--- src/rtl/cpu_pkg.sv ---
// ---------------------------------------------------------------------------
// cpu_pkg
// Shared CPU definitions: default instruction field widths, the NOP opcode,
// and field-extract helpers for an instruction word of any width up to
// MAX_INSTR_W bits. The helpers take widths as arguments; callers pass
// elaboration-time constants, so they reduce to plain bit selects.
// ---------------------------------------------------------------------------
package cpu_pkg;

    localparam int unsigned DEF_OPCODE_W  = 4;
    localparam int unsigned DEF_OPERAND_W = 4;

    localparam logic [DEF_OPCODE_W-1:0] NOP_OPCODE = 4'b0000;

    localparam int unsigned MAX_INSTR_W = 64;
    localparam int unsigned MAX_FIELD_W = 32;

    // Low field_w bits of the word (operand field).
    function automatic logic [MAX_FIELD_W-1:0] extract_lo(
        input logic [MAX_INSTR_W-1:0] word,
        input int unsigned            field_w
    );
        logic [MAX_INSTR_W-1:0] mask;
        mask = (MAX_INSTR_W'(1) << field_w) - MAX_INSTR_W'(1);
        return MAX_FIELD_W'(word & mask);
    endfunction

    // Top field_w bits of a total_w-bit word (opcode field).
    function automatic logic [MAX_FIELD_W-1:0] extract_hi(
        input logic [MAX_INSTR_W-1:0] word,
        input int unsigned            total_w,
        input int unsigned            field_w
    );
        return extract_lo(word >> (total_w - field_w), field_w);
    endfunction

endpackage

--- src/rtl/instruction_queue_if.sv ---
// ---------------------------------------------------------------------------
// instruction_queue_if
// Bundles the fetch-side and controller-side signals of the instruction
// queue. Port names of the former instruction register (opcode, data_out,
// LoadIR) are kept so the controller hookup is unchanged.
//   master : fetch/controller side (drives instruction, in_valid, LoadIR, flush)
//   slave  : the queue (drives in_ready, opcode, data_out, out_valid, count)
// ---------------------------------------------------------------------------
interface instruction_queue_if
    import cpu_pkg::*;
#(
    parameter int unsigned OPCODE_W  = DEF_OPCODE_W,
    parameter int unsigned OPERAND_W = DEF_OPERAND_W,
    parameter int unsigned DEPTH     = 4
);
    logic [OPCODE_W+OPERAND_W-1:0] instruction;
    logic                          in_valid;
    logic                          in_ready;
    logic                          LoadIR;
    logic                          flush;
    logic [OPCODE_W-1:0]           opcode;
    logic [OPERAND_W-1:0]          data_out;
    logic                          out_valid;
    logic [$clog2(DEPTH+1)-1:0]    count;

    modport master (
        output instruction, in_valid, LoadIR, flush,
        input  in_ready, opcode, data_out, out_valid, count
    );

    modport slave (
        input  instruction, in_valid, LoadIR, flush,
        output in_ready, opcode, data_out, out_valid, count
    );
endinterface

--- src/rtl/iq_storage.sv ---
// ---------------------------------------------------------------------------
// iq_storage
// DEPTH x WIDTH register array, one synchronous write port and one
// asynchronous read port. No reset: entry contents are only meaningful
// when the owning queue marks them valid.
//   clk_i   : clock
//   we_i    : write enable
//   waddr_i : write address
//   wdata_i : write data
//   raddr_i : read address
//   rdata_o : read data (combinational)
// ---------------------------------------------------------------------------
module iq_storage #(
    parameter int unsigned DEPTH = 4,
    parameter int unsigned WIDTH = 8
) (
    input  logic                     clk_i,
    input  logic                     we_i,
    input  logic [$clog2(DEPTH)-1:0] waddr_i,
    input  logic [WIDTH-1:0]         wdata_i,
    input  logic [$clog2(DEPTH)-1:0] raddr_i,
    output logic [WIDTH-1:0]         rdata_o
);
    logic [WIDTH-1:0] mem_q [DEPTH];

    always_ff @(posedge clk_i) begin
        if (we_i) begin
            mem_q[waddr_i] <= wdata_i;
        end
    end

    assign rdata_o = mem_q[raddr_i];
endmodule

--- src/rtl/instruction_queue.sv ---
// ---------------------------------------------------------------------------
// instruction_queue
// First-word-fall-through queue of DEPTH fetched instructions between
// program memory and the controller. The head entry is presented split into
// opcode/operand; an empty queue presents NOP. flush empties the queue in
// one cycle on control-flow changes.
//   clock : rising-edge clock
//   reset : synchronous, active-high; same effect as flush, highest priority
//   bus   : instruction_queue_if.slave (fetch + controller signals)
// ---------------------------------------------------------------------------
module instruction_queue
    import cpu_pkg::*;
#(
    parameter int unsigned OPCODE_W  = DEF_OPCODE_W,
    parameter int unsigned OPERAND_W = DEF_OPERAND_W,
    parameter int unsigned DEPTH     = 4
) (
    input  logic                clock,
    input  logic                reset,
    instruction_queue_if.slave  bus
);
    localparam int unsigned INSTR_W = OPCODE_W + OPERAND_W;
    localparam int unsigned PTR_W   = $clog2(DEPTH);
    localparam int unsigned CNT_W   = $clog2(DEPTH + 1);

    logic [PTR_W-1:0]   wr_ptr_q, wr_ptr_d;
    logic [PTR_W-1:0]   rd_ptr_q, rd_ptr_d;
    logic [CNT_W-1:0]   count_q,  count_d;
    logic               push, pop;
    logic               in_ready, out_valid;
    logic [INSTR_W-1:0] head_word;

    // Handshake status comes only from the count register, never from
    // in_valid/LoadIR, so no combinational path crosses the queue.
    assign in_ready  = (count_q != CNT_W'(DEPTH));
    assign out_valid = (count_q != '0);

    assign push = bus.in_valid && in_ready;
    assign pop  = bus.LoadIR && out_valid;

    always_comb begin
        wr_ptr_d = wr_ptr_q;
        rd_ptr_d = rd_ptr_q;
        count_d  = count_q;
        if (bus.flush) begin
            wr_ptr_d = '0;
            rd_ptr_d = '0;
            count_d  = '0;
        end else begin
            if (push) begin
                wr_ptr_d = wr_ptr_q + PTR_W'(1);
            end
            if (pop) begin
                rd_ptr_d = rd_ptr_q + PTR_W'(1);
            end
            count_d = count_q + CNT_W'(push) - CNT_W'(pop);
        end
    end

    always_ff @(posedge clock) begin
        if (reset) begin
            wr_ptr_q <= '0;
            rd_ptr_q <= '0;
            count_q  <= '0;
        end else begin
            wr_ptr_q <= wr_ptr_d;
            rd_ptr_q <= rd_ptr_d;
            count_q  <= count_d;
        end
    end

    // Occupancy must stay within 0..DEPTH; an underflow wraps above DEPTH.
    always_ff @(posedge clock) begin
        if (!reset) begin
            assert (count_d <= CNT_W'(DEPTH));
        end
    end

    // A word pushed alongside flush or reset is discarded, so don't store it.
    iq_storage #(
        .DEPTH (DEPTH),
        .WIDTH (INSTR_W)
    ) u_storage (
        .clk_i   (clock),
        .we_i    (push && !bus.flush && !reset),
        .waddr_i (wr_ptr_q),
        .wdata_i (bus.instruction),
        .raddr_i (rd_ptr_q),
        .rdata_o (head_word)
    );

    assign bus.in_ready  = in_ready;
    assign bus.out_valid = out_valid;
    assign bus.count     = count_q;
    assign bus.opcode    = out_valid
                         ? OPCODE_W'(extract_hi(MAX_INSTR_W'(head_word), INSTR_W, OPCODE_W))
                         : OPCODE_W'(NOP_OPCODE);
    assign bus.data_out  = out_valid
                         ? OPERAND_W'(extract_lo(MAX_INSTR_W'(head_word), OPERAND_W))
                         : '0;
endmodule

--- src/flat_wrapper.sv ---
// flat-port wrapper written by rule: the top's interface ports become plain ports
module instruction_queue_flat import cpu_pkg::*;
#(
    parameter int unsigned OPCODE_W  = DEF_OPCODE_W,
    parameter int unsigned OPERAND_W = DEF_OPERAND_W,
    parameter int unsigned DEPTH     = 4
)
  (clock, reset, bus_instruction, bus_in_valid, bus_LoadIR, bus_flush, bus_in_ready, bus_opcode, bus_data_out, bus_out_valid, bus_count);
  instruction_queue_if #(.OPCODE_W(OPCODE_W), .OPERAND_W(OPERAND_W), .DEPTH(DEPTH)) bus_i ();
  input  logic clock;
  input  logic reset;
  input wire logic [$bits(bus_i.instruction)-1:0] bus_instruction;
  input wire logic [$bits(bus_i.in_valid)-1:0] bus_in_valid;
  input wire logic [$bits(bus_i.LoadIR)-1:0] bus_LoadIR;
  input wire logic [$bits(bus_i.flush)-1:0] bus_flush;
  output wire logic [$bits(bus_i.in_ready)-1:0] bus_in_ready;
  output wire logic [$bits(bus_i.opcode)-1:0] bus_opcode;
  output wire logic [$bits(bus_i.data_out)-1:0] bus_data_out;
  output wire logic [$bits(bus_i.out_valid)-1:0] bus_out_valid;
  output wire logic [$bits(bus_i.count)-1:0] bus_count;
  assign bus_i.instruction = bus_instruction;
  assign bus_i.in_valid = bus_in_valid;
  assign bus_i.LoadIR = bus_LoadIR;
  assign bus_i.flush = bus_flush;
  assign bus_in_ready = bus_i.in_ready;
  assign bus_opcode = bus_i.opcode;
  assign bus_data_out = bus_i.data_out;
  assign bus_out_valid = bus_i.out_valid;
  assign bus_count = bus_i.count;
  instruction_queue #(.OPCODE_W(OPCODE_W), .OPERAND_W(OPERAND_W), .DEPTH(DEPTH)) u_core (.clock(clock), .reset(reset), .bus(bus_i));
endmodule
--- config.mk ---
export PLATFORM = sky130hd
export DESIGN_NAME = instruction_queue_flat
export DESIGN_NICKNAME = d
export VERILOG_FILES = /design/src/rtl/cpu_pkg.sv /design/src/rtl/instruction_queue_if.sv /design/src/rtl/iq_storage.sv /design/src/rtl/instruction_queue.sv /design/src/flat_wrapper.sv
export SDC_FILE = /design/constraint.sdc
export NUM_CORES = 1
export LEC_CHECK = 0
export CORE_AREA = 2 2 67 69
export CTS_BUF_LIST = sky130_fd_sc_hd__clkbuf_8
export CTS_CLUSTER_DIAMETER = 30
export CTS_CLUSTER_SIZE = 14
export DETAILED_ROUTE_END_ITERATION = 8
export DIE_AREA = 0 0 69 71
export GPL_ROUTABILITY_DRIVEN = 0
export PLACE_DENSITY = 0.57
export SLEW_MARGIN = 10
export SYNTH_ARGS = -nofsm -noshare
export SYNTH_HDL_FRONTEND = slang
export SYNTH_HIERARCHICAL = 1
export SYNTH_SLANG_ARGS = --single-unit
--- constraint.sdc ---
create_clock -name clock -period 2.7 [get_ports clock]
set_input_delay 0.675 -clock clock [delete_from_list [all_inputs] [get_ports clock]]
set_output_delay 0.675 -clock clock [all_outputs]
set_load 0.05 [all_outputs]
# Word level (Yosys, flattened, before mapping)
# Memories as Yosys holds them, arrays and structs flattened. A register that Yosys moved wholly into a read port is not among the register bits.
# Index checks and enable logic that the tools add are counted.
dict set report op_classes {
  add_sub_neg 4
  multipliers 0
  div_mod_pow 0
  n_lt_le_gt_ge 0
  n_eq_ne 1
  n_shift 0
  muxes 6
  bitwise 0
  n_reduce_logical 8
}
# cell n
set op_table {}
lappend op_table {{2-to-1 mux 4 bit} 2}
lappend op_table {{adder 2 x 1 -> 2 bit, second input constant} 2}
lappend op_table {{logical AND 1 bit} 4}
lappend op_table {{2-to-1 mux 2 bit} 2}
lappend op_table {{adder 3 x 1 -> 3 bit} 1}
lappend op_table {{inequality test 3 bit, second input constant} 1}
lappend op_table {{nonzero test 3 bit} 1}
lappend op_table {{subtractor 3 x 1 -> 3 bit} 1}
lappend op_table {{logical NOT 1 bit} 2}
lappend op_table {{2-to-1 mux 1 bit} 2}
lappend op_table {{OR reduction 2 bit} 1}
dict set report word_totals {
  reg_bits 7
  latch_bits 0
  ramBits 32
  mem_bits_ro 0
  inputBits 13
  output_inout_bits 13
  n_memories 1
}
# memory words width read_ports rd_ports_with_merged_regs wr line
set mem_list {}
lappend mem_list {u_core.u_storage.mem_q 4 8 1 1 1 iq_storage.sv:24} ;# logic [WIDTH-1:0] mem_q [DEPTH];

# Longest topological paths before layout
# Gate-level depths: netlist of run 1.
dict set report depth {
  word_depth 6
  mapped_depth 10
  mapped_depth_nobuf 10
}

# By module
# The synthesis of run 1 kept the hierarchy.
# module instances cells_each area_each_um2
set modules_own_cells {}
lappend modules_own_cells {iq_storage 1 46 1188.6}
lappend modules_own_cells {instruction_queue 1 45 427.9}

# Worst setup path after synthesis of run 1
# No wires, ideal clock.
dict set report synth_timing {
  kind {register to register}
  from {register u_core.count_q[2] (netlist: u_core/bus.count[2])}
  to {register u_core.count_q[2] (netlist: u_core/bus.count[2])}
  setup_time_ns 0.115
  arrival_ns 2.637
  t_required_ns 2.585
  slack_ns -0.052
  stages_incl_launch_ff 11
  n_path_buf 0
  period_less_slack_ns 2.752
  path_cell_list {dfxtp_1 -> or3b_4 -> nand2_4 -> ha_1 -> inv_1 -> ha_1 -> inv_1 -> fa_1 -> xnor2_1 -> xnor2_1 -> and2_1}
}
dict set report synth_between {
  elab_chain_len 4
  elab_cells_between_ends 6
  cone_classes {add/sub: 2; eq/ne: 1; reduce/logical: 3}
}
# item line
set synth_rtl {}
lappend synth_rtl {{start, declared} instruction_queue.sv:28} ;# logic [CNT_W-1:0] count_q, count_d;
lappend synth_rtl {{start signal, assigned} instruction_queue.sv:68} ;# count_q <= count_d;
lappend synth_rtl {{inequality test 3 bit} instruction_queue.sv:35} ;# assign in_ready = (count_q != CNT_W'(DEPTH));
lappend synth_rtl {{via bus_in_ready} flat_wrapper.sv:16} ;# output wire logic [$bits(bus_i.in_ready)-1:0] bus_in_ready;
lappend synth_rtl {{logical AND 1 bit} instruction_queue.sv:38} ;# assign push = bus.in_valid && in_ready;
lappend synth_rtl {{adder 3 x 1 -> 3 bit} instruction_queue.sv:56} ;# count_d = count_q + CNT_W'(push) - CNT_W'(pop);
lappend synth_rtl {{subtractor 3 x 1 -> 3 bit} instruction_queue.sv:56}
# The timed path passes the listed nets, and every way through them passes these cells.
# A chain may end at the register's enable or synchronous reset.

# Final worst setup path of run 1
dict set report layout_timing {
  from {register u_core.count_q[1] (netlist: u_core/bus.count[1])}
  to {output bus_in_ready}
}
dict set report layout_between {
  elab_chain_len 1
}
# item line
set layout_rtl {}
lappend layout_rtl {{inequality test 3 bit} instruction_queue.sv:35}
lappend layout_rtl {{end, declared} flat_wrapper.sv:16}
# No other way between the ends.

==> impl_results.md, run 1 <==
* IO Pins at 26
* Synth cell count leaders: edfxtp_1, nor2b_1, mux4_2
* Yosys cell types at 25
* Overall Global Routing Usage at 12.03%
* GRT overflow at 0
* Routed len/inst at 15.36 um
* Crit end category: output port
* Initial antenna violation count at 0
* Post-Synth Adder-Cell Area at 2.786%
* Post-synthesis compound-gate area fraction at 0.5418%
* Lkg Pwr at 0.7202 nW
* Area after DPL at 0.001964 mm^2
* # rows at 24
* NumNets Final at 146
* Drt pass-1 iters at 4
* Minimum clock period at 2.538 ns
* Critical path class: reg -> out
* Post-synth top area cell: edfxtp_1
* Syn Nets at 107
* Floorplan die height at 71 um
* CP bufs+invs at 1
* Slew margin rel. at 66.77%
* DRC at 0
* First-pass GRT wire length at 4422 um
* CTS tree: done
* H-tree depth at 2
* Die ar. at 0.004899 mm^2
* Worst min path class: reg -> reg
* RR Startpoint: u_core/bus.count[1]$_SDFF_PP0_
* Final WL at 2796 um
* F_max at 394.1 MHz
* Area growth syn-to-layout at 26.39%
* Share of post-route cells with drive strength above 1 at 28.46%
* Dominant cells by area after synthesis: edfxtp_1, mux4_2, dfxtp_1
* CP Max Fanout at 6
* Post-synthesis share of cell area spent on xor and xnor gates at 1.625%
* Final non-filler cell total at 182
* CP arrival at 1.86 ns
* Setup violations, final at 0
* # resized after CTS at 0
* Worst Max-Slew Pin Slew at 0.4977 ns
* #FFs+latches synth at 39
* Core area at 0.004204 mm^2
* Synth Area per Inst at 17.76 um^2
* Worst setup SP type: register
* FF-to-FF path depth at 10
* Critical path's largest stage delay at 0.72 ns
* Vias at 891
* Mapped cell area at 0.001617 mm^2
* R2R Path End: u_core/bus.count[2]$_SDFF_PP0_
* Family with the most delay on the worst path: buffers and inverters
* Power Density at 597.1 mW/mm^2
* Slowest CP cell: clkdlybuf4s50_1
* Crit path to: bus_in_ready
* Multiplexer area fraction after synthesis at 13.00%
* Final Cycle Share at 93.99%
* # hold bufs at CTS at 0
* Final Max Tran Viols at 0
* Number of CTS-inserted buffers at 5
* Crit. Startpoint: u_core/bus.count[1]$_SDFF_PP0_
* Stages on the worst setup path at 2
* Largest net degree at the start of global routing at 12
* Post-synthesis sequential area ratio at 68.11%
* IR drop worst, VDD at 330.6 uV
* Status: finished clean
* Detailed router's first-iteration violation count at 39
* Post-detail-place hpwl at 1940 um
* Synthesis Warnings at 6
* Gate Count Post-Synth at 91
* Simple-Gate Fraction of Synth Area at 12.23%
* Number of port buffers at 25
* Initial Util at 38.45%
* Top-count cell post-synth: edfxtp_1
* Top-area cell type share of the netlist area at 59.44%
* Latest clock arrival within the worst-skew pair at 0.29 ns
* Most used DFF post-synth: edfxtp_1
* Bufs on Longest Clock Path at 2
* EDFF count, synth at 32
* Worst-path cell chain: or3b_4, clkdlybuf4s50_1
* Hold Vio Cnt, Final at 0
* Clock sinks at 39
* Post-CTS setup buffer count at 0
* Worst-case clock skew at 0.005910 ns
* Routed vias/inst at 4.896
* Largest family of logic cells by synthesized area: multiplexers
* RSZ-0062 raised after global routing: no
* Max-cap violations at 0
* Cell count after placement at 175
* Synth async-reset ratio at 0%
* Clock transition at path regs at 0.07 ns
* ANT cells at 0
* Critical path data required time at 2.03 ns
* FF-to-FF setup slack at 0.42 ns
* Chip width at 69 um
* Final ANT Viol Nets at 0
* Final Cell Area at 0.002043 mm^2
* CTS root buf: clkbuf_8
* Vias in the first global route at 881
==> per-stage QoR <==
step | hold slack [ns] | total power, mW | setup WS (ns) | util (%) | TNS (ns)
floorplan | 0.4658 | 0.8018 | 0.05943 | - | 0
global placement | 0.4931 | 0.8785 | -0.05031 | 46.73 | -0.05031
detailed placement | 0.5163 | 0.8808 | -0.05905 | 46.73 | -0.05905
CTS | 0.5256 | 1.238 | 0.01586 | 48.57 | 0
global route | 0.5546 | 1.275 | 0.09829 | 48.60 | 0
finish | 0.5240 | 1.220 | 0.1624 | 48.60 | 0
==> routing by layer <==
layer	share of wire, %	GRT usage (%)	vias up
met2	47	18.38	25
met3	6.4	4.701	7
met5	0	0	-
met4	1.9	5.882	0
met1	45	15.09	432
li1	-	-	427
==> state kept, by name, summed over array words and instances, names as in the netlist <==
register	count
u_core/u_storage/mem_q	32
u_core/wr_ptr_q	2
u_core/rd_ptr_q	2
u_core/bus.count	3
==> logic make-up after synthesis <==
family	Yosys count
and+or+nand+nor	29
adders and majority gates	3
DFF	39
buffers and inverters	5
muxes	11
AOI/OAI and AO/OA	1
xor gates and xnor gates	3
==> tightest hold or removal path, stage by stage (launching register included) <==
cell and delay (ns):
dfxtp_1 0.35, nand2_1 0.07, mux2i_1 0.06
==> final cells by class <==
| type | instances | area [um^2] |
|---|---|---|
| clock buffers | 5 | 68.82 |
| clock inverters | 2 | 8.758 |
| fillers | 383 | 2161 |
| inverters | 3 | 11.26 |
| multi-input cells | 47 | 488.0 |
| flip-flops and latches | 39 | 1104 |
| well taps | 52 | 65.06 |
| repair buffers | 34 | 297.8 |
==> worst min path at each step <==
stage | startpoint | slack (ns) | end | depth (start not counted)
5_1_grt | u_core/wr_ptr_q[1]$_SDFFE_PP0P_ | 0.55 | u_core/wr_ptr_q[1]$_SDFFE_PP0P_ | 2
3_3_place_gp | u_core/wr_ptr_q[1]$_SDFFE_PP0P_ | 0.49 | u_core/wr_ptr_q[1]$_SDFFE_PP0P_ | 2
2_1_floorplan | u_core/rd_ptr_q[0]$_SDFFE_PP0P_ | 0.47 | u_core/rd_ptr_q[0]$_SDFFE_PP0P_ | 2
6_report | u_core/wr_ptr_q[1]$_SDFFE_PP0P_ | 0.52 | u_core/wr_ptr_q[1]$_SDFFE_PP0P_ | 2
4_1_cts | u_core/wr_ptr_q[1]$_SDFFE_PP0P_ | 0.53 | u_core/wr_ptr_q[1]$_SDFFE_PP0P_ | 2
3_5_place_dp | u_core/wr_ptr_q[1]$_SDFFE_PP0P_ | 0.52 | u_core/wr_ptr_q[1]$_SDFFE_PP0P_ | 2
==> where the power goes <==
part / internal [mW] / switching [mW]
registers: 0.661 / 0.0121
clock network: 0.172 / 0.184
logic: 0.0788 / 0.113
==> cell usage in the layout (no fill, tap or decap), types with 2 or more instances in the layout <==
master,n
edfxtp_1,32
clkdlybuf4s50_1,17
buf_4,17
nor2b_1,9
mux4_2,8
clkbuf_8,5
dfxtp_1,5
inv_1,3
nor3_1,3
or3_1,3
nand2_1,3
mux2i_1,3
xnor2_1,2
and2_1,2
ha_1,2
dfxtp_2,2
and3b_1,2
No activity file was read; power rests on OpenSTA's default activity.
==> inputs of run 2 (changes only) <==
PLACE_DENSITY = default   (was 0.57)
SLEW_MARGIN = default   (was 10)
==> run 2 against run 1 <==
Non-clock buffer count fell by 2. Register-to-register slack got worse by 0.02 ns. Clock skew fell by 0.0019 ns. Critical path depth did not move. Combinational power barely moved. Sequential cell count did not move. Cell count fell by 0.55%.
==> impl_results.md, run 2 (synthesized netlist as in run 1, its figures left out) <==
* Status: finished clean
* Number of port buffers at 25 (unchanged)
* FF-to-FF setup slack at 0.40 ns (-0.02 ns)
* IR drop worst, VDD at 265.7 uV (-20%)
* Worst Max-Slew Pin Slew at 0.5058 ns (+0.008042 ns)
* Switch share at 25.34% (about the same)
* Fin util at 48.33% (-0.27 points)
* Share of post-route cells with drive strength above 1 at 27.13% (-1.3 points)
* Largest net degree at the start of global routing at 12 (unchanged)
* CTS tree: done
* Routed vias/inst at 4.890 (-0.12%)
* Final WL at 2730 um (-2.4%)
* Largest register by flop count: u_core/u_storage/mem_q
* CP arrival at 1.87 ns (about the same)
* Chip width at 69 um (unchanged)
* Setup violations, final at 0 (unchanged)
* DP Worst Slack at -0.04664 ns (+0.01241 ns)
* Detailed router's first-iteration violation count at 123 (+220%)
* Core area at 0.004204 mm^2 (unchanged)
* # rows at 24 (unchanged)
* First-pass GRT wire length at 4264 um (-3.6%)
* Hold Vio Cnt, Final at 0 (unchanged)
* Post-detail-place hpwl at 1817 um (-6.3%)
* Slowest CP cell: clkdlybuf4s50_1
* Hold Path Depth at 2 (unchanged)
* Critical path data required time at 2.03 ns (about the same)
* GRT overflow at 0 (unchanged)
* Final Cycle Share at 94.20% (+0.21 points)
* Clock sinks at 39 (unchanged)
* Routed len/inst at 15.08 um (-1.8%)
* Latest clock arrival within the worst-skew pair at 0.28 ns (about the same)
* Floorplan die height at 71 um (unchanged)
* Combinational cell fraction of total power at 15.7% (about the same)
* Flop pwr share at 55.1% (about the same)
* ANT cells at 0 (unchanged)
* Initial Util at 38.45% (unchanged)
* F_max at 393.2 MHz (-0.22%)
* R2R Path End: u_core/bus.count[2]$_SDFF_PP0_
* Worst setup SP type: register
* Slew margin rel. at 66.18% (-0.60 points)
* Hold path start: u_core/wr_ptr_q[1]$_SDFFE_PP0P_
* Min-Delay Endpoint: u_core/wr_ptr_q[1]$_SDFFE_PP0P_
* Grt met3 use at 3.846% (-0.85 points)
* Max reg flops at 32 (unchanged)
* Final ANT Viol Nets at 0 (unchanged)
* Overall Global Routing Usage at 11.63% (-0.40 points)
* Vias at 885 (-0.67%)
* Bufs on Longest Clock Path at 2 (unchanged)
* Final Max Tran Viols at 0 (unchanged)
* Worst min path class: reg -> reg
* Clock share of power at 29.3% (+0.2 points)
* Minimum clock period at 2.543 ns (+0.005639 ns)
* Critical path's largest stage delay at 0.71 ns (about the same)
* Clock transition at path regs at 0.07 ns (about the same)
* Power Density at 601.5 mW/mm^2 (+0.74%)
* Worst-case clock skew at 0.004019 ns (-0.001891 ns)
* Final setup margin at 0.1567 ns (-0.005639 ns)
* Critical path class: reg -> out
* H-tree depth at 2 (unchanged)
* IO Pins at 26 (unchanged)
* Lkg Pwr at 0.7184 nW (-0.25%)
* Most frequent cells in the layout: edfxtp_1, clkdlybuf4s50_1, buf_4
* CTS root buf: clkbuf_8
* FF-to-FF path depth at 10 (unchanged)
* RR Startpoint: u_core/bus.count[1]$_SDFF_PP0_
* Worst-path cell chain: or3b_4, clkdlybuf4s50_1
* Number of CTS-inserted buffers at 5 (unchanged)
* Commonest non-fill, non-tap cell in the layout: edfxtp_1
* Die ar. at 0.004899 mm^2 (unchanged)
* Crit end category: output port
* Area growth syn-to-layout at 25.70%
* Gr busiest metal: met2
* Net Switching at 0.3097 mW (+0.26%)
* Drt pass-1 iters at 2 (-2)
* Internal Power at 0.9126 mW (+0.16%)
* Filler cell count in the final layout at 381 (-0.52%)
* Global Route met1 Usage at 14.78% (-0.30 points)
* Max-cap violations at 0 (unchanged)
* Met2 global-route usage at 18.59% (+0.21 points)
* Vias in the first global route at 852 (-3.3%)
* CP Max Fanout at 6 (unchanged)
* DRC at 0 (unchanged)
* RSZ-0062 raised after global routing: no
* NumNets Final at 144 (-1.4%)
* Initial antenna violation count at 0 (unchanged)
==> run 2: final cells by class <==
class / instances / area [um^2] / share of cell area [%]
clock buffer: 5 / 68.82 / 3.387
clock inverter: 3 / 12.51 / 0.6158
inverter: 3 / 11.26 / 0.5542
multi-input combinational: 47 / 488.0 / 24.01
sequential: 39 / 1104 / 54.31
tap: 52 / 65.06 / 3.202
timing repair buffer: 32 / 282.8 / 13.92
==> run 2: routing by layer <==
layer  routed length (um)  vias up
li1                     -      420
met1                 1205      438
met2                 1340       22
met3                  145        5
met4                   38        0
met5                    0        -
==> run 2: how the worst max path moves through the flow <==
stage	startpoint	endpoint	cells past startpoint
6_report	u_core/bus.count[1]$_SDFF_PP0_	bus_in_ready	2
5_1_grt	u_core/bus.count[1]$_SDFF_PP0_	bus_in_ready	2
4_1_cts	u_core/rd_ptr_q[0]$_SDFFE_PP0P_	bus_data_out[3]	3
3_5_place_dp	bus_LoadIR	u_core/bus.count[2]$_SDFF_PP0_	10
3_3_place_gp	bus_LoadIR	u_core/bus.count[2]$_SDFF_PP0_	10
2_1_floorplan	u_core/bus.count[1]$_SDFF_PP0_	u_core/bus.count[2]$_SDFF_PP0_	10
==> run 2: what timing repair did <==
item,in CTS,in global routing
resized for setup,0,1
hold buffers,0,0
endpoints found under the setup margin,0,8
buffers inserted,0,0
==> run 2: per-stage QoR <==
step / std cells / total power, mW / area, um^2 / TNS, ns / hold WS [ns]
finish: 181 / 1.222 / 2032 / 0 / 0.5317
global route: 181 / 1.275 / 2032 / 0 / 0.5692
CTS: 181 / 1.236 / 2031 / 0 / 0.5304
detailed placement: 173 / 0.8801 / 1949 / -0.04664 / 0.5210
global placement: 173 / 0.8780 / 1949 / -0.03508 / 0.4967
floorplan: 91 / 0.8018 / 1618 / 0 / 0.4658
==> run 2: power by group through the flow <==
stage | sequential, mW | combinational [mW] | clock, mW
finish | 0.673 | 0.191 | 0.358
floorplan | 0.692 | 0.109 | 0
CTS | 0.673 | 0.194 | 0.368
detailed placement | 0.687 | 0.194 | 0
global route | 0.674 | 0.204 | 0.397
global placement | 0.686 | 0.192 | 0
==> run 2: critical path: cells and delay by family, from the launching register on <==
family	cells	cell delay (ns)
simple gates	1	0.47
flops	1	0.40
buf+inv	1	0.71
==> variant 1, RTL diff (settings of run 1) <==
Set the package constant `DEF_OPCODE_W` to 5 (it was 4).
--- a/src/rtl/cpu_pkg.sv
+++ b/src/rtl/cpu_pkg.sv
@@ -7,7 +7,7 @@
 // ---------------------------------------------------------------------------
 package cpu_pkg;
 
-    localparam int unsigned DEF_OPCODE_W  = 4;
+    localparam int unsigned DEF_OPCODE_W  = 5;
     localparam int unsigned DEF_OPERAND_W = 4;
 
     localparam logic [DEF_OPCODE_W-1:0] NOP_OPCODE = 4'b0000;
Ports: changed (resized bus_instruction and bus_opcode); port bits go from 26 to 28. The function was not compared with the original's and may differ.
==> variant 1 against run 1 <==
Design area rose by 10%. Die area unchanged. Sequential cell count up 4. Worst setup slack got worse by 1.9 ps. Count of clock-buffer cells in the layout stayed put. Synthesized area grew 9.4%. Wire length up 11%. Total power up 19%. Critical path type unchanged.
==> variant 1: results (changes against run 1) <==
Outcome
  • Status: finished, final reports clean

Final layout
  • Max reg flops: 36 (+13%)
  • Reg with most FFs: u_core/u_storage/mem_q
  • Post-Layout Cell Count: 193 (+6.0%)
  • ANT cells: 0 (unchanged)
  • Fraction of layout cells with a size suffix above 1: 29.08% (+0.62 points)
  • Nets: 157 (+7.5%)

Logic synthesis
  • Asr flop ratio synth: 0% (unchanged)
  • Mapped Nets: 115 (+7.5%)
  • EDFF count, synth: 36 (+13%)
  • Unique masters post-synth: 26 (+4.0%)
  • Synth area leaders: edfxtp_1, mux4_2, dfxtp_1
  • Prevailing post-synth register cell: edfxtp_1
  • Seq/Total Area, Yosys: 69.07% (+0.96 points)
  • Synth top cells by count: edfxtp_1, mux4_2, and2b_1
  • Ys Warns: 6 (unchanged)
  • Cell count after synthesis: 98 (+7.7%)

Timing
  • Final Skew: 6.270 ps (+0.3593 ps)
  • Relative slew margins: 64.66% (-2.1 points)

Clock tree
  • Worst-skew pair later-pin latency: 300 ps
  • # H-tree levels: 2 (unchanged)
  • Setup bufs post-CTS: 0 (unchanged)
  • Cts bufs inserted: 5 (unchanged)
  • Clock transition at path regs: 80 ps
  • Post-CTS Resized: 0 (unchanged)
  • CTS max path bufs: 2 (unchanged)
  • CTS root buf: clkbuf_8

Global route
  • Largest net degree at the start of global routing: 16 (+4)
  • Initial antenna violation count: 0 (unchanged)
  • Vias in the first global route: 1024 (+16%)
  • GRT Resource Usage Total: 14.43% (+2.4 points)
  • Global-route wire length before repair: 5.237 mm (+18%)

Place
  • Final HPWL DP: 2.159 mm (+11%)
  • Dpl cell area: 2141 sq um (+9.0%)
  • IO buf count: 27 (+8.0%)

Power and ir drop
  • Peak supply drop: 315.2 uV (-4.7%)
  • Leak pwr: 0.8273 nW (+15%)

Drt
  • Drt first pass iters: 4 (unchanged)
  • Routed vias: 950 (+6.6%)
  • Initial drt markers: 49 (+26%)
  • Detailed-route wire length per cell: 16.08 um (+4.7%)

Critical path
  • Worst Path Max Fanout: 5 (-1)

Hold path
  • Worst hold path class: reg -> reg
[variant 1: final timing paths]
check	slack (ps)	to	cells after the start	from
worst max-delay path	160	bus_in_ready	2	u_core/bus.count[2]
worst min-delay path	510	u_core/wr_ptr_q[1]	2	u_core/wr_ptr_q[1]
worst max register to register	410	u_core/bus.count[2]	10	u_core/bus.count[2]
worst min register to register	510	u_core/wr_ptr_q[1]	2	u_core/wr_ptr_q[1]
[variant 1: power breakdown]
group,switching [mW],internal [mW]
sequential,0.00820,0.729
clock,0.228,0.279
combinational,0.123,0.0889
[variant 1: metal layers]
layer,vias up,routed length [um],track usage [%]
met1,471,1288,16.70
li1,457,-,-
met3,4,118,3.846
met2,18,1662,25.21
met4,0,33,6.536
met5,-,0,0
[variant 1: critical path, stage by stage (launching register included)]
cell             delay [ps]
dfxtp_1                 420
or3b_4                  440
clkdlybuf4s50_1         710
[variant 1: logic make-up (layout without fill, tap and decap cells)]
kind of cell | count (synthesis) | in the layout | synth area share (%)
muxes | 12 | 12 | 13.16
buffers and inverters | 6 | 49 | 1.769
xor gates and xnor gates | 3 | 3 | 1.486
adders and majority gates | 3 | 3 | 2.548
and+or+nand+nor | 30 | 30 | 11.47
DFF | 43 | 43 | 69.07
AOI/OAI and AO/OA | 1 | 1 | 0.4955
[variant 1: through the flow]
stage          hold slack [ps]  setup slack (ps)
6_report                 513.6             160.4
5_1_grt                  567.1             72.88
4_1_cts                  515.2             143.0
3_5_place_dp             505.7            -50.84
3_3_place_gp             491.9             1.204
2_1_floorplan            465.8             1.480
[variant 1: area by class of cell]
cell class / instances / area (sq um)
clock inverters: 3 / 46.29
clock buffers: 5 / 68.82
well taps: 52 / 65.06
flip-flops and latches: 43 / 1221
fillers: 379 / 1948
inverters: 3 / 11.26
multi-input cells: 49 / 515.5
repair buffers: 38 / 327.8
==> variant 2, RTL diff (settings of run 1) <==
Made on the original files. Reset style: asynchronous (`reset`), changed in one clocked block.
--- a/src/rtl/instruction_queue.sv
+++ b/src/rtl/instruction_queue.sv
@@ -57,7 +57,7 @@
         end
     end
 
-    always_ff @(posedge clock) begin
+    always_ff @(posedge clock or posedge reset) begin
         if (reset) begin
             wr_ptr_q <= '0;
             rd_ptr_q <= '0;
Behaviour: differs if reset is asserted again (counterexample within 4 cycles, from zero or initial values and one cycle with reset high); with reset held inactive, the same outputs for 10 cycles.
==> variant 2 against run 1 <==
Register-to-register slack better by 90 ps. Clock skew up 2.9 ps. Utilization up 0.80 points. Sequential share of layout area up 0.69 points. Design area up 1.7%. Via count up 0.90%. Wire length up 0.46%. Synthesized area up 2.2%. Critical path type unchanged. Worst setup slack worse by 74 ps. Sequential cell count unchanged. Highest routed layer unchanged. Worst hold slack better by 130 ps.
Power is not compared: it rests on default switching activity, and its combinational part moved more than twofold at a synthesized area within 25%.
==> variant 2: results (changes against run 1) <==
Place
  • Final HPWL DP: 1.951 mm (+0.57%)
  • Inst Count DP: 174 (-0.57%)
  • Pre-CTS setup slack: 154.0 ps (+213.0 ps)
  • Dpl cell area: 1986 sq um (+1.1%)

Timing
  • Hold_ws: 649.5 ps (+125.6 ps)
  • Tcrit/Tclk final: 96.73% (+2.7 points)
  • Final Skew: 8.774 ps (+2.864 ps)
  • Worst-Margin Slew: 496.8 ps (-0.9468 ps)

Drt
  • Via density per instance: 4.940 (+0.90%)
  • Routed WL: 2.809 mm (+0.46%)
  • Routed vias: 899 (+0.90%)
  • Routed wl met2: 1.484 mm (+13%)
  • Met3 wire len: 98 um (-46%)
  • Initial drt markers: 55 (+41%)
  • Metal1 wirelength: 1.178 mm (-5.7%)

Logic synthesis
  • Synth top cells by count: edfxtp_1, mux4_2, dfrtp_1
  • Cell count after synthesis: 94 (+3.3%)
  • Seq/Total Area, Yosys: 68.79% (+0.68 points)
  • Synth area leaders: edfxtp_1, mux4_2, dfrtp_1
  • Asr flop ratio synth: 17.95% (+18 points)
  • Mapped Nets: 110 (+2.8%)
  • Ys Warns: 6 (unchanged)
  • Unique masters post-synth: 28 (+12%)

Hold path
  • Hold path startpoint: u_core/wr_ptr_q[1]
  • WHS Endpoint: u_core/wr_ptr_q[1]

Global route
  • Met3 Resource Use GR: 3.134% (-1.6 points)
  • Largest net degree at the start of global routing: 13 (+1)
  • Vias in the first global route: 961 (+9.1%)
  • GRT Resource Usage Total: 12.86% (+0.83 points)
  • Initial antenna violation count: 0 (unchanged)
  • Global-route wire length before repair: 4.657 mm (+5.3%)
  • GR Util met1: 15.55% (+0.46 points)
  • Met2 GRT Util: 21.58% (+3.2 points)

Critical path
  • Setup crit start: u_core/bus.count[1]
  • R2R Path Start: u_core/bus.count[1]
  • Worst r2r dst: u_core/bus.count[2]
  • R2R Setup Slk: 510 ps (+90 ps)
  • CP arrival: 1940 ps (+80 ps)
  • Critical Path End: bus_in_ready
  • Worst Reg-to-Reg Cells: 9 (-1)

Final layout
  • Nets: 145 (-0.68%)
  • Fraction of layout cells with a size suffix above 1: 26.92% (-1.5 points)

Outcome
  • Status: finished, final reports clean

Power and ir drop
  • Sw power: about 740 uW
  • Part of the power in combinational logic: 42.5%
  • Clk pwr share: 19.5%
variant 2: cell types whose count changed in the layout (fill, tap and decap cells not counted), sizes merged, moves of 4 or more:
cell   before  now
dfrtp       0    7
dfxtp       7    0
and2b       0    5
nor2        1    5
variant 2: cell families (layout without fill, tap and decap cells):
logic type | Yosys count | after routing | share of synthesized area [%]
AO/OA/AOI/OAI | 3 | 3 | 1.060
buffers and inverters | 9 | 45 | 2.576
AND/OR/NAND/NOR | 27 | 27 | 10.76
multiplexers | 10 | 10 | 12.50
XOR/XNOR | 3 | 3 | 1.591
flip-flops | 39 | 39 | 68.79
adder cells (fa/ha/maj) | 3 | 3 | 2.727
variant 2: layout make-up:
cell class | count | area [sq um]
flip-flops and latches | 39 | 1136
inverters | 5 | 18.77
fillers | 366 | 2127
clock buffers | 6 | 82.58
multi-input cells | 46 | 473.0
well taps | 52 | 65.06
clock inverters | 2 | 8.758
repair buffers | 32 | 292.8
